**config.mk**
```make
export PLATFORM = sky130hd
export DESIGN_NAME = byte_triplet_packer_flat
export DESIGN_NICKNAME = d
export VERILOG_FILES = /design/src/rtl/byte_triplet_packer_if.sv /design/src/rtl/byte_triplet_packer.sv /design/src/flat_wrapper.sv
export SDC_FILE = /design/constraint.sdc
export NUM_CORES = 1
export LEC_CHECK = 0
export BUFFER_PORTS_ARGS = -buffer_cell sky130_fd_sc_hd__buf_2
export CORE_AREA = 2 2 86 88
export DETAILED_ROUTE_END_ITERATION = 12
export DIE_AREA = 0 0 88 90
export GPL_TIMING_DRIVEN = 1
export PLACE_DENSITY_LB_ADDON = 0.3
export SETUP_SLACK_MARGIN = 0.2
export SKIP_CTS_REPAIR_TIMING = 1
export SLEW_MARGIN = 20
export SYNTH_ARGS = -nofsm -noshare
export SYNTH_HDL_FRONTEND = slang
export SYNTH_SLANG_ARGS = --single-unit
```
**constraint.sdc**
```tcl
create_clock -name clk -period 2.7 [get_ports clk]
set_input_delay 0.54 -clock clk [delete_from_list [all_inputs] [get_ports clk]]
set_output_delay 0.54 -clock clk [all_outputs]
set_load 0.05 [all_outputs]
```
**src/rtl/byte_triplet_packer_if.sv**
```systemverilog
// byte_triplet_packer_if: byte stream in, padded 3-byte group out
interface byte_triplet_packer_if;
  logic            in_valid;
  logic            in_ready;
  logic [7:0]      in_data;
  logic            in_last;
  logic            out_valid;
  logic            out_ready;
  logic            out_flag;
  logic [1:0]      out_nbytes;
  logic [0:2][7:0] out_pkd;
  logic [7:0]      out_unp [0:2];
  modport slave (
    input  in_valid, in_data, in_last, out_ready,
    output in_ready, out_valid, out_flag, out_nbytes, out_pkd, out_unp
  );
  modport master (
    output in_valid, in_data, in_last, out_ready,
    input  in_ready, out_valid, out_flag, out_nbytes, out_pkd, out_unp
  );
endinterface

```
**src/rtl/byte_triplet_packer.sv**
```systemverilog
// byte_triplet_packer: packs a valid/ready byte stream into padded 3-byte groups,
// with an optional idle timeout that flushes a partial group.
module byte_triplet_packer #(
  parameter logic [7:0] PAD_BYTE  = 8'h00,
  parameter int         FLUSH_CYC = 0,
  parameter int         CNT_W     = 8
) (
  input logic                  clk,
  input logic                  rst_n,
  byte_triplet_packer_if.slave bus
);
  localparam logic [CNT_W-1:0] FC = CNT_W'(FLUSH_CYC);
  logic [7:0]       r_buf [0:2];
  logic [1:0]       r_idx;
  logic [CNT_W-1:0] r_cnt;
  logic             r_valid;
  logic             r_flag;
  logic [1:0]       r_n;
  logic [0:2][7:0]  r_pkd;
  logic             w_acc;
  logic             w_close;
  logic             w_flush;
  logic             w_load;
  logic [0:2][7:0]  w_grp;
  assign bus.in_ready   = rst_n & (!r_valid | bus.out_ready);
  assign w_acc          = bus.in_valid & bus.in_ready;
  assign w_close        = w_acc & ((r_idx == 2'd2) | bus.in_last);
  // an accepted byte wins over a flush that would fire in the same cycle
  assign w_flush        = (FLUSH_CYC > 0) && (r_idx != 2'd0) && (r_cnt == FC) && !w_acc
                          && (!r_valid || bus.out_ready);
  assign w_load         = w_close | w_flush;
  assign bus.out_valid  = r_valid;
  assign bus.out_flag   = r_flag;
  assign bus.out_nbytes = r_n;
  assign bus.out_pkd    = r_pkd;
  assign bus.out_unp    = '{r_pkd[0], r_pkd[1], r_pkd[2]};
  always_comb begin
    w_grp = '0;
    for (int k = 0; k < 3; k++)
      w_grp[k] = (2'(k) < r_idx) ? r_buf[k] : ((2'(k) == r_idx) && w_close) ? bus.in_data : PAD_BYTE;
  end
  always_ff @(posedge clk or negedge rst_n) begin
    if (!rst_n) begin
      r_buf   <= '{default: '0};
      r_idx   <= 2'd0;
      r_cnt   <= '0;
      r_valid <= 1'b0;
      r_flag  <= 1'b0;
      r_n     <= 2'd0;
      r_pkd   <= '0;
    end else begin
      if (w_acc) r_buf[r_idx] <= bus.in_data;
      r_idx   <= w_load ? 2'd0 : w_acc ? r_idx + 2'd1 : r_idx;
      r_cnt   <= (w_acc || r_idx == 2'd0 || w_flush) ? '0 : (r_cnt == FC) ? r_cnt : r_cnt + CNT_W'(1);
      r_valid <= w_load | (r_valid & !bus.out_ready);
      if (w_load) begin
        r_pkd  <= w_grp;
        r_n    <= w_close ? r_idx : r_idx - 2'd1;
        r_flag <= w_close & bus.in_last;
      end
    end
  end
endmodule
```
**src/flat_wrapper.sv**
```systemverilog
// flat-port wrapper written by rule: the top's interface ports become plain ports
module byte_triplet_packer_flat 
#(
  parameter logic [7:0] PAD_BYTE  = 8'h00,
  parameter int         FLUSH_CYC = 0,
  parameter int         CNT_W     = 8
)
  (clk, rst_n, bus_in_valid, bus_in_data, bus_in_last, bus_out_ready, bus_in_ready, bus_out_valid, bus_out_flag, bus_out_nbytes, bus_out_pkd, bus_out_unp);
  byte_triplet_packer_if bus_i ();
  input logic clk;
  input logic rst_n;
  input wire logic [$bits(bus_i.in_valid)-1:0] bus_in_valid;
  input wire logic [$bits(bus_i.in_data)-1:0] bus_in_data;
  input wire logic [$bits(bus_i.in_last)-1:0] bus_in_last;
  input wire logic [$bits(bus_i.out_ready)-1:0] bus_out_ready;
  output wire logic [$bits(bus_i.in_ready)-1:0] bus_in_ready;
  output wire logic [$bits(bus_i.out_valid)-1:0] bus_out_valid;
  output wire logic [$bits(bus_i.out_flag)-1:0] bus_out_flag;
  output wire logic [$bits(bus_i.out_nbytes)-1:0] bus_out_nbytes;
  output wire logic [$bits(bus_i.out_pkd)-1:0] bus_out_pkd;
  output wire logic [$bits(bus_i.out_unp)-1:0] bus_out_unp;
  assign bus_i.in_valid = bus_in_valid;
  assign bus_i.in_data = bus_in_data;
  assign bus_i.in_last = bus_in_last;
  assign bus_i.out_ready = bus_out_ready;
  assign bus_in_ready = bus_i.in_ready;
  assign bus_out_valid = bus_i.out_valid;
  assign bus_out_flag = bus_i.out_flag;
  assign bus_out_nbytes = bus_i.out_nbytes;
  assign bus_out_pkd = bus_i.out_pkd;
  assign bus_out_unp = {>>{bus_i.out_unp}};
  byte_triplet_packer #(.PAD_BYTE(PAD_BYTE), .FLUSH_CYC(FLUSH_CYC), .CNT_W(CNT_W)) u_core (.clk(clk), .rst_n(rst_n), .bus(bus_i));
endmodule
```
==> results of run 1 <==
==> per-layer routing <==
layer,GRT usage,part of all wire,up-vias
met2,0.217,0.47,47
met5,0,0,-
li1,-,-,764
met4,0.0346,0.0078,0
met1,0.192,0.47,801
met3,0.0266,0.048,4
==> through the flow <==
stage | cells | instance area [µm²] | worst slack, ns | hold WS [ns] | utilization
after floorplan | 205 | 2710 | 0.705 | 0.244 | -
after global placement | 338 | 2920 | 0.656 | 0.435 | 0.415
final | 346 | 3030 | 0.606 | 0.108 | 0.431
after CTS | 346 | 3030 | 0.600 | 0.102 | 0.431
after detailed placement | 338 | 2920 | 0.611 | 0.437 | 0.415
after global routing | 346 | 3030 | 0.457 | 0.113 | 0.431
==> final cells by class <==
type | instances | area (µm²) | area share
Clock buffer | 6 | 72.6 | 0.0240
Sequential cell | 54 | 1350 | 0.446
Timing Repair Buffer | 69 | 355 | 0.117
Inverter | 2 | 7.51 | 0.00248
Multi-Input combinational cell | 114 | 1080 | 0.356
Clock inverter | 2 | 37.5 | 0.0124
Tap cell | 99 | 124 | 0.0409
==> final timing paths <==
check / from / to / slack (ns) / cells after the start
min in group clk: bus_in_last / u_core.bus.out_flag / 0.50 / 2
worst max register to register: u_core.r_idx[1] / u_core.bus.out_pkd[8] / 0.61 / 5
worst max-delay path: u_core.r_idx[1] / u_core.bus.out_pkd[8] / 0.61 / 5
worst min-delay path: rst_n / u_core.bus.out_flag / 0.11 / 1
max in group asynchronous: rst_n / u_core.bus.out_pkd[16] / 1.70 / 2
worst min register to register: u_core.r_buf[20] / u_core.r_buf[20] / 0.51 / 1
==> Yosys cell counts, drive strengths merged, types with 2 or more instances <==
cell type / number
dfrtp: 54
inv: 2
o21ai: 10
a22o: 7
ha: 4
buf: 29
nand4: 3
clkbuf: 6
mux2: 59
nand2: 22
==> cells by family after synthesis <==
kind of cell,after synthesis,synth area share
fa+ha+maj,4,0.0185
flops,54,0.499
compound gates,17,0.0411
buf+inv,37,0.103
mux,60,0.277
simple gates,33,0.0619
==> flip-flops by register name (all words and copies together) (netlist names) <==
| name | flops |
|---|---|
| u_core.bus.out_valid | 1 |
| u_core.bus.out_pkd | 24 |
| u_core.bus.out_flag | 1 |
| u_core.bus.out_nbytes | 2 |
| u_core.r_buf | 24 |
| u_core.r_idx | 2 |
==> flow_metrics.tcl, run 1 <==
set metrics [dict create \
    grt_setup_unrepaired "no" \
    first_iter_violations 45 \
    crit_path_max_incr_delay_ns 0.54 \
    number_of_global_route_vias_before_repair 1593 \
    timing_hold_violations_final 0 \
    yosysWarningCount 0 \
    core_region_area_um2 7020 \
    global_route_wire_length_before_repair_um 8420 \
    routed_via_density 4.67 \
    maxSlewHeadroom 0.597 \
    path_max_fanout 24 \
    cts-buffers-inserted 5 \
    initial_utilization 0.386 \
    yosys-top-cells-area "sky130_fd_sc_hd__dfrtp_1 (50%), sky130_fd_sc_hd__mux2_2 (16%), sky130_fd_sc_hd__mux2_4 (11%)" \
    dp_hpwl_um 3740 \
    die-height_um 90 \
    drv_slew 0 \
    fin_crit_ns 2.09 \
    clkLatencyLatePin_ns 0.30 \
    num_vias 1616 \
    setup_violations 0 \
    synth.cell_area_um2 2710 \
    drc 0 \
    ant_nets 0 \
    numPortBuffers 65 \
    insertedDiodeCount 0 \
    worst_ep_required_ns 2.90 \
    h-tree-depth 2 \
    post_syn_instances 205 \
    grt.overflow.total 0 \
    crit_path_top_delay_cell "sky130_fd_sc_hd__dfrtp_1" \
    fillers 668 \
    routabilityCongestion 0.805 \
    max_cap_violations 0 \
    core.rowCount 31 \
    layout_commonest_cell "sky130_fd_sc_hd__buf_2" \
    synth_enable_flop_cells 0 \
    clock_skew_ns 0.00524 \
    worst_pin_slew_ns 0.605 \
    clk_root_buffer_cell "sky130_fd_sc_hd__clkbuf_8" \
    area_growth_syn_to_layout_pct 11.7 \
    drtPass1Iterations 4 \
    post-synth-top-area-cell "sky130_fd_sc_hd__dfrtp_1" \
    synth-async-reset-ratio 1.00 \
    clk_pin_slew_ns 0.10 \
    critPathArrivalTime_ns 2.30 \
    critPathBufInv 1 \
    final_layout_size_suffix_gt1_frac 0.555 \
    grt_usage 0.137 \
    cts_num_sinks 54 \
    synth.net_count 222 \
    run_status "completed" \
    critical_path.cell_chain "ha_1, nor2_1, and4b_1, buf_4, mux2_2" \
    finalWirelength_um 5240 \
    timing.setup.tns_ns 0 \
    most-common-layout-cells "sky130_fd_sc_hd__buf_2 (65), sky130_fd_sc_hd__dfrtp_1 (54), sky130_fd_sc_hd__mux2_2 (39)" \
    routed_wire_length_per_instance_um 15.1 \
    dieArea_um2 7920 \
    grt_max_degree 49 \
    nets 263 \
    timing.setup.critical_path_class "register to register" \
    die_width_um 88 \
    synth-seq-area-share 0.499 \
    endpoint_kind "register" \
    crit_family "flip-flops" \
    yosys.cell_types.count 25 \
    design.portCount 66 \
    worstHoldPathType "input port to async pin" \
    synth_top_area_share 0.499 \
    max_freq_ghz 0.477 \
    ys.flop_type "sky130_fd_sc_hd__dfrtp_1" \
    initial_antenna_violation_count 0 \
    final_min_period_over_clock_period 0.776 \
    postSynthAreaPerCell_um2 13.2 \
    worstSetupStartpointType "register" \
    cts_tree "built" \
    postSynthRegisterBits 54 \
    ctsLongestPathBuffers 2 \
]
Power of run 1 is left out: the tool's default activity adds up to more than one toggle a clock period on the data nets, which glitch-free logic cannot reach.
==> inputs of run 2 (changes only) <==
Clock period 2.7 ns to 1.7 ns, I/O delays scaled along.
==> run 2 against run 1 <==
Net effect:
- critical path depth grew 1
- clock skew about the same
- fmax rose by 26%
- final cell count up 6.1%
==> flow_metrics.tcl, run 2 (same netlist as run 1, synthesis figures left out) <==
set metrics [dict create \
    initial_utilization 0.386 \
    max_cap_violations 0 \
    globalRouteMet2Util 0.222 \
    clk_root_buffer_cell "sky130_fd_sc_hd__clkbuf_8" \
    final_min_period_over_clock_period 0.979 \
    grt_setup_unrepaired "yes" \
    number_of_global_route_vias_before_repair 1570 \
    routed_via_density 4.60 \
    drc 0 \
    die-height_um 90 \
    cts-buffers-inserted 5 \
    cts_num_sinks 54 \
    setup_violations 0 \
    core_region_area_um2 7020 \
    most-common-layout-cells "sky130_fd_sc_hd__buf_2 (64), sky130_fd_sc_hd__dfrtp_1 (52), sky130_fd_sc_hd__mux2_4 (31)" \
    global_route.peak_usage_layer "met2" \
    fin_crit_ns 1.66 \
    r2r_setup_slack_ns 0.04 \
    dp_hpwl_um 3870 \
    initial_antenna_violation_count 0 \
    max_freq_ghz 0.601 \
    nets 285 \
    grt_usage 0.139 \
    run_status "completed" \
    insertedDiodeCount 0 \
    regToRegStartpoint "u_core.r_idx[0]" \
    worstSetupStartpointType "register" \
    groute.layer.met1.usage 0.196 \
    worstHoldPathType "input port to async pin" \
    finalWirelength_um 5430 \
    grt.overflow.total 0 \
    seq_area_um2 1350 \
    drv_slew 0 \
    length_in_cells_of_the_worst_reg_to_reg_path 6 \
    critPathArrivalTime_ns 1.86 \
    drtPass1Iterations 4 \
    clock_skew_ns 0.00478 \
    area_growth_syn_to_layout_pct 24.4 \
    numPortBuffers 65 \
    ant_nets 0 \
    dieArea_um2 7920 \
    layout_commonest_cell "sky130_fd_sc_hd__buf_2" \
    h-tree-depth 2 \
    grt_util_met3 0.0257 \
    worst_pin_slew_ns 0.490 \
    final_layout_size_suffix_gt1_frac 0.627 \
    routed_wire_length_per_instance_um 14.8 \
    timing_hold_violations_final 0 \
    ctsLongestPathBuffers 2 \
    endpoint_kind "register" \
    multi_input_comb_area_um2 1170 \
    cts_tree "built" \
    routabilityCongestion 0.805 \
    core.rowCount 31 \
    path_max_fanout 6 \
    design.portCount 66 \
    global_route_wire_length_before_repair_um 8410 \
    clkLatencyLatePin_ns 0.30 \
    clk_pin_slew_ns 0.10 \
    first_iter_violations 63 \
    grt_max_degree 40 \
    fillers 629 \
    timing.setup.tns_ns 0 \
    maxSlewHeadroom 0.673 \
    worst_ep_required_ns 1.89 \
    regToRegEndpoint "u_core.bus.out_pkd[6]" \
    timing.setup.critical_path_class "register to register" \
    die_width_um 88 \
    num_vias 1690 \
]
-- run 2: cell types whose count changed in the layout (fill, tap and decap cells not counted), moves of 2 or more --
cell / previous run / this run
sky130_fd_sc_hd__buf_12: 0 / 2
sky130_fd_sc_hd__buf_4: 4 / 16
sky130_fd_sc_hd__buf_6: 0 / 7
sky130_fd_sc_hd__dfrtp_1: 54 / 52
sky130_fd_sc_hd__dfrtp_2: 0 / 2
sky130_fd_sc_hd__ha_1: 4 / 1
sky130_fd_sc_hd__ha_4: 0 / 3
sky130_fd_sc_hd__inv_1: 2 / 0
sky130_fd_sc_hd__mux2_2: 39 / 28
sky130_fd_sc_hd__mux2_4: 20 / 31
-- run 2: metal layers --
| metal | vias up | routed length (µm) |
|---|---|---|
| li1 | 811 | - |
| met1 | 826 | 2600 |
| met2 | 49 | 2550 |
| met3 | 4 | 231 |
| met4 | 0 | 42 |
| met5 | - | 0 |
-- run 2: worst max-delay path by stage --
stage / start / endpoint / slack, ns / cells after the start
global route: u_core.r_idx[0] / u_core.bus.out_pkd[4] / -0.02 / 6
detailed placement: u_core.r_idx[0] / u_core.bus.out_pkd[19] / 0.03 / 6
floorplan: u_core.r_idx[1] / u_core.r_buf[10] / -0.1 / 7
CTS: u_core.r_idx[0] / u_core.bus.out_pkd[18] / 0.01 / 6
finish: u_core.r_idx[0] / u_core.bus.out_pkd[6] / 0.04 / 6
global placement: u_core.r_idx[0] / u_core.bus.out_pkd[20] / 0.07 / 6
-- run 2: metrics by stage --
step / util / instance area, µm² / hold slack, ns / setup WS [ns] / cells
after detailed placement: 0.439 / 3080 / 0.351 / 0.0338 / 351
after global routing: 0.480 / 3370 / 0.0266 / -0.0159 / 367
after CTS: 0.454 / 3190 / 0.0217 / 0.0139 / 358
final: 0.480 / 3370 / 0.0316 / 0.0353 / 367
after floorplan: - / 2790 / 0.0444 / -0.0959 / 205
after global placement: 0.439 / 3080 / 0.358 / 0.0736 / 351
-- run 2: area by class of cell --
| type | instances | area share |
|---|---|---|
| flip-flops and latches | 54 | 0.402 |
| multi-input cells | 114 | 0.348 |
| repair buffers | 91 | 0.178 |
| well taps | 99 | 0.0368 |
| clock buffers | 5 | 0.0204 |
| clock inverters | 2 | 0.0115 |
| inverters | 2 | 0.00371 |
-- run 2: critical path, cell delays in order, from the launching register on --
cell and delay, ns:
sky130_fd_sc_hd__dfrtp_2 0.42, sky130_fd_sc_hd__inv_2 0.09, sky130_fd_sc_hd__ha_4 0.13, sky130_fd_sc_hd__nor2_2 0.04
sky130_fd_sc_hd__and4b_4 0.40, sky130_fd_sc_hd__clkbuf_16 0.18, sky130_fd_sc_hd__mux2_4 0.29
Power of run 2 is left out for the same reason.
==> inputs of run 3 (changes only) <==
Settings changed: CORE_AREA 2 2 86 88 to 2 2 81 83, DIE_AREA 0 0 88 90 to 0 0 83 85.
==> run 3 against run 2 <==
Net effect:
- final cell count shrank 6.5%
- die area shrank 11%
- global-route usage grew 1.4 points
- routed wire length shrank 0.24%
- hold slack lost 0.015 ns
- clock skew grew 0.0010 ns
- non-clock buffer count shrank 3
- sequential cell count is the same
- clock-buffer cell count is the same
- fmax grew 2.5%
==> flow_metrics.tcl, run 3 (same netlist as run 1, synthesis figures left out) <==
set metrics [dict create \
    run_status "completed" \
    ant_nets 0 \
    grt_setup_unrepaired "yes" \
    clock_skew_ns 0.00579 \
    routed_wire_length_per_instance_um 15.8 \
    clk_pin_slew_ns 0.10 \
    cts_tree "built" \
    drtPass1Iterations 4 \
    worst_ep_required_ns 1.90 \
    die_width_um 83 \
    multi_input_comb_area_um2 1180 \
    crit_path_top_delay_cell "sky130_fd_sc_hd__dfrtp_2" \
    critPathBufInv 2 \
    path_max_fanout 14 \
    crit_family "flip-flops" \
    cts_num_sinks 54 \
    cts-buffers-inserted 5 \
    design.portCount 66 \
    dieArea_um2 7060 \
    global_route_wire_length_before_repair_um 8540 \
    layout_commonest_cell "sky130_fd_sc_hd__buf_2" \
    nets 282 \
    ctsLongestPathBuffers 2 \
    worstHoldPathType "input port to async pin" \
    clk_root_buffer_cell "sky130_fd_sc_hd__clkbuf_8" \
    max_freq_ghz 0.616 \
    final_min_period_over_clock_period 0.955 \
    drc 0 \
    clkLatencyLatePin_ns 0.31 \
    initial_antenna_violation_count 0 \
    dp_hpwl_um 3780 \
    final_layout_size_suffix_gt1_frac 0.620 \
    grt_usage 0.153 \
    routed_via_density 4.95 \
    drv_slew 0 \
    area_growth_syn_to_layout_pct 21.7 \
    h-tree-depth 2 \
    maxSlewHeadroom 0.789 \
    critPathArrivalTime_ns 1.82 \
    fillers 533 \
    worst_pin_slew_ns 0.313 \
    insertedDiodeCount 0 \
    setup_violations 0 \
    timing.setup.critical_path_class "register to register" \
    routabilityCongestion 0.887 \
    finalWirelength_um 5410 \
    seq_area_um2 1350 \
    max_cap_violations 0 \
    num_vias 1698 \
    endpoint_kind "register" \
    initial_utilization 0.437 \
    grt_max_degree 24 \
    critical_path.cell_chain "inv_2, ha_4, nor2_2, and4b_2, buf_12, mux2_4" \
    core_region_area_um2 6200 \
    fin_crit_ns 1.62 \
    crit_path_max_incr_delay_ns 0.42 \
    worstSetupStartpointType "register" \
    grt.overflow.total 0 \
    die-height_um 85 \
    post-route-util 0.531 \
    core.rowCount 29 \
    timing_hold_violations_final 0 \
    number_of_global_route_vias_before_repair 1646 \
    first_iter_violations 87 \
    numPortBuffers 65 \
    most-common-layout-cells "sky130_fd_sc_hd__buf_2 (64), sky130_fd_sc_hd__dfrtp_1 (52), sky130_fd_sc_hd__mux2_4 (33)" \
]
## run 3: stage by stage
| step | cells | worst slack (ns) | TNS [ns] | hold WS [ns] | cell area [µm²] |
|---|---|---|---|---|---|
| 3_3_place_gp | 328 | 0.0510 | 0 | 0.163 | 3050 |
| 2_1_floorplan | 205 | -0.0959 | -1.75 | 0.0444 | 2790 |
| 3_5_place_dp | 328 | 0.0288 | 0 | 0.167 | 3050 |
| 5_1_grt | 343 | 0.0374 | 0 | 0.0412 | 3300 |
| 6_report | 343 | 0.0757 | 0 | 0.0170 | 3300 |
| 4_1_cts | 336 | 0.0119 | 0 | -0.176 | 3160 |
## run 3: worst paths after layout
| kind | startpoint | to | slack, ns | depth (start not counted) |
|---|---|---|---|---|
| min reg2reg | u_core.bus.out_nbytes[0] | u_core.bus.out_nbytes[0] | 0.51 | 1 |
| min | rst_n | u_core.r_buf[19] | 0.02 | 2 |
| max | u_core.r_idx[0] | u_core.bus.out_pkd[13] | 0.08 | 6 |
| max reg2reg | u_core.r_idx[0] | u_core.bus.out_pkd[13] | 0.08 | 6 |
| max in group asynchronous | rst_n | u_core.bus.out_pkd[14] | 1.18 | 3 |
| min in group clk | bus_in_last | u_core.bus.out_flag | 0.31 | 2 |
## run 3: metal layers
| layer | wire length [µm] | up-vias | track usage |
|---|---|---|---|
| li1 | - | 801 | - |
| met1 | 2430 | 847 | 0.203 |
| met2 | 2690 | 45 | 0.253 |
| met3 | 220 | 5 | 0.0302 |
| met4 | 70 | 0 | 0.0522 |
| met5 | 0 | - | 0 |
## run 3: layout make-up
type / instances / area share
Sequential cell: 54 / 0.411
Timing Repair Buffer: 88 / 0.164
Inverter: 2 / 0.00380
Clock inverter: 3 / 0.0144
Tap cell: 77 / 0.0292
Multi-Input combinational cell: 114 / 0.357
Clock buffer: 5 / 0.0209
## run 3: worst reg2reg max path, cell delays in order (launching register included)
cell and delay (ns):
sky130_fd_sc_hd__dfrtp_2 0.42, sky130_fd_sc_hd__inv_2 0.08, sky130_fd_sc_hd__ha_4 0.14, sky130_fd_sc_hd__nor2_2 0.04, sky130_fd_sc_hd__and4b_2 0.33, sky130_fd_sc_hd__buf_12 0.19, sky130_fd_sc_hd__mux2_4 0.32
Power of run 3 is left out for the same reason.
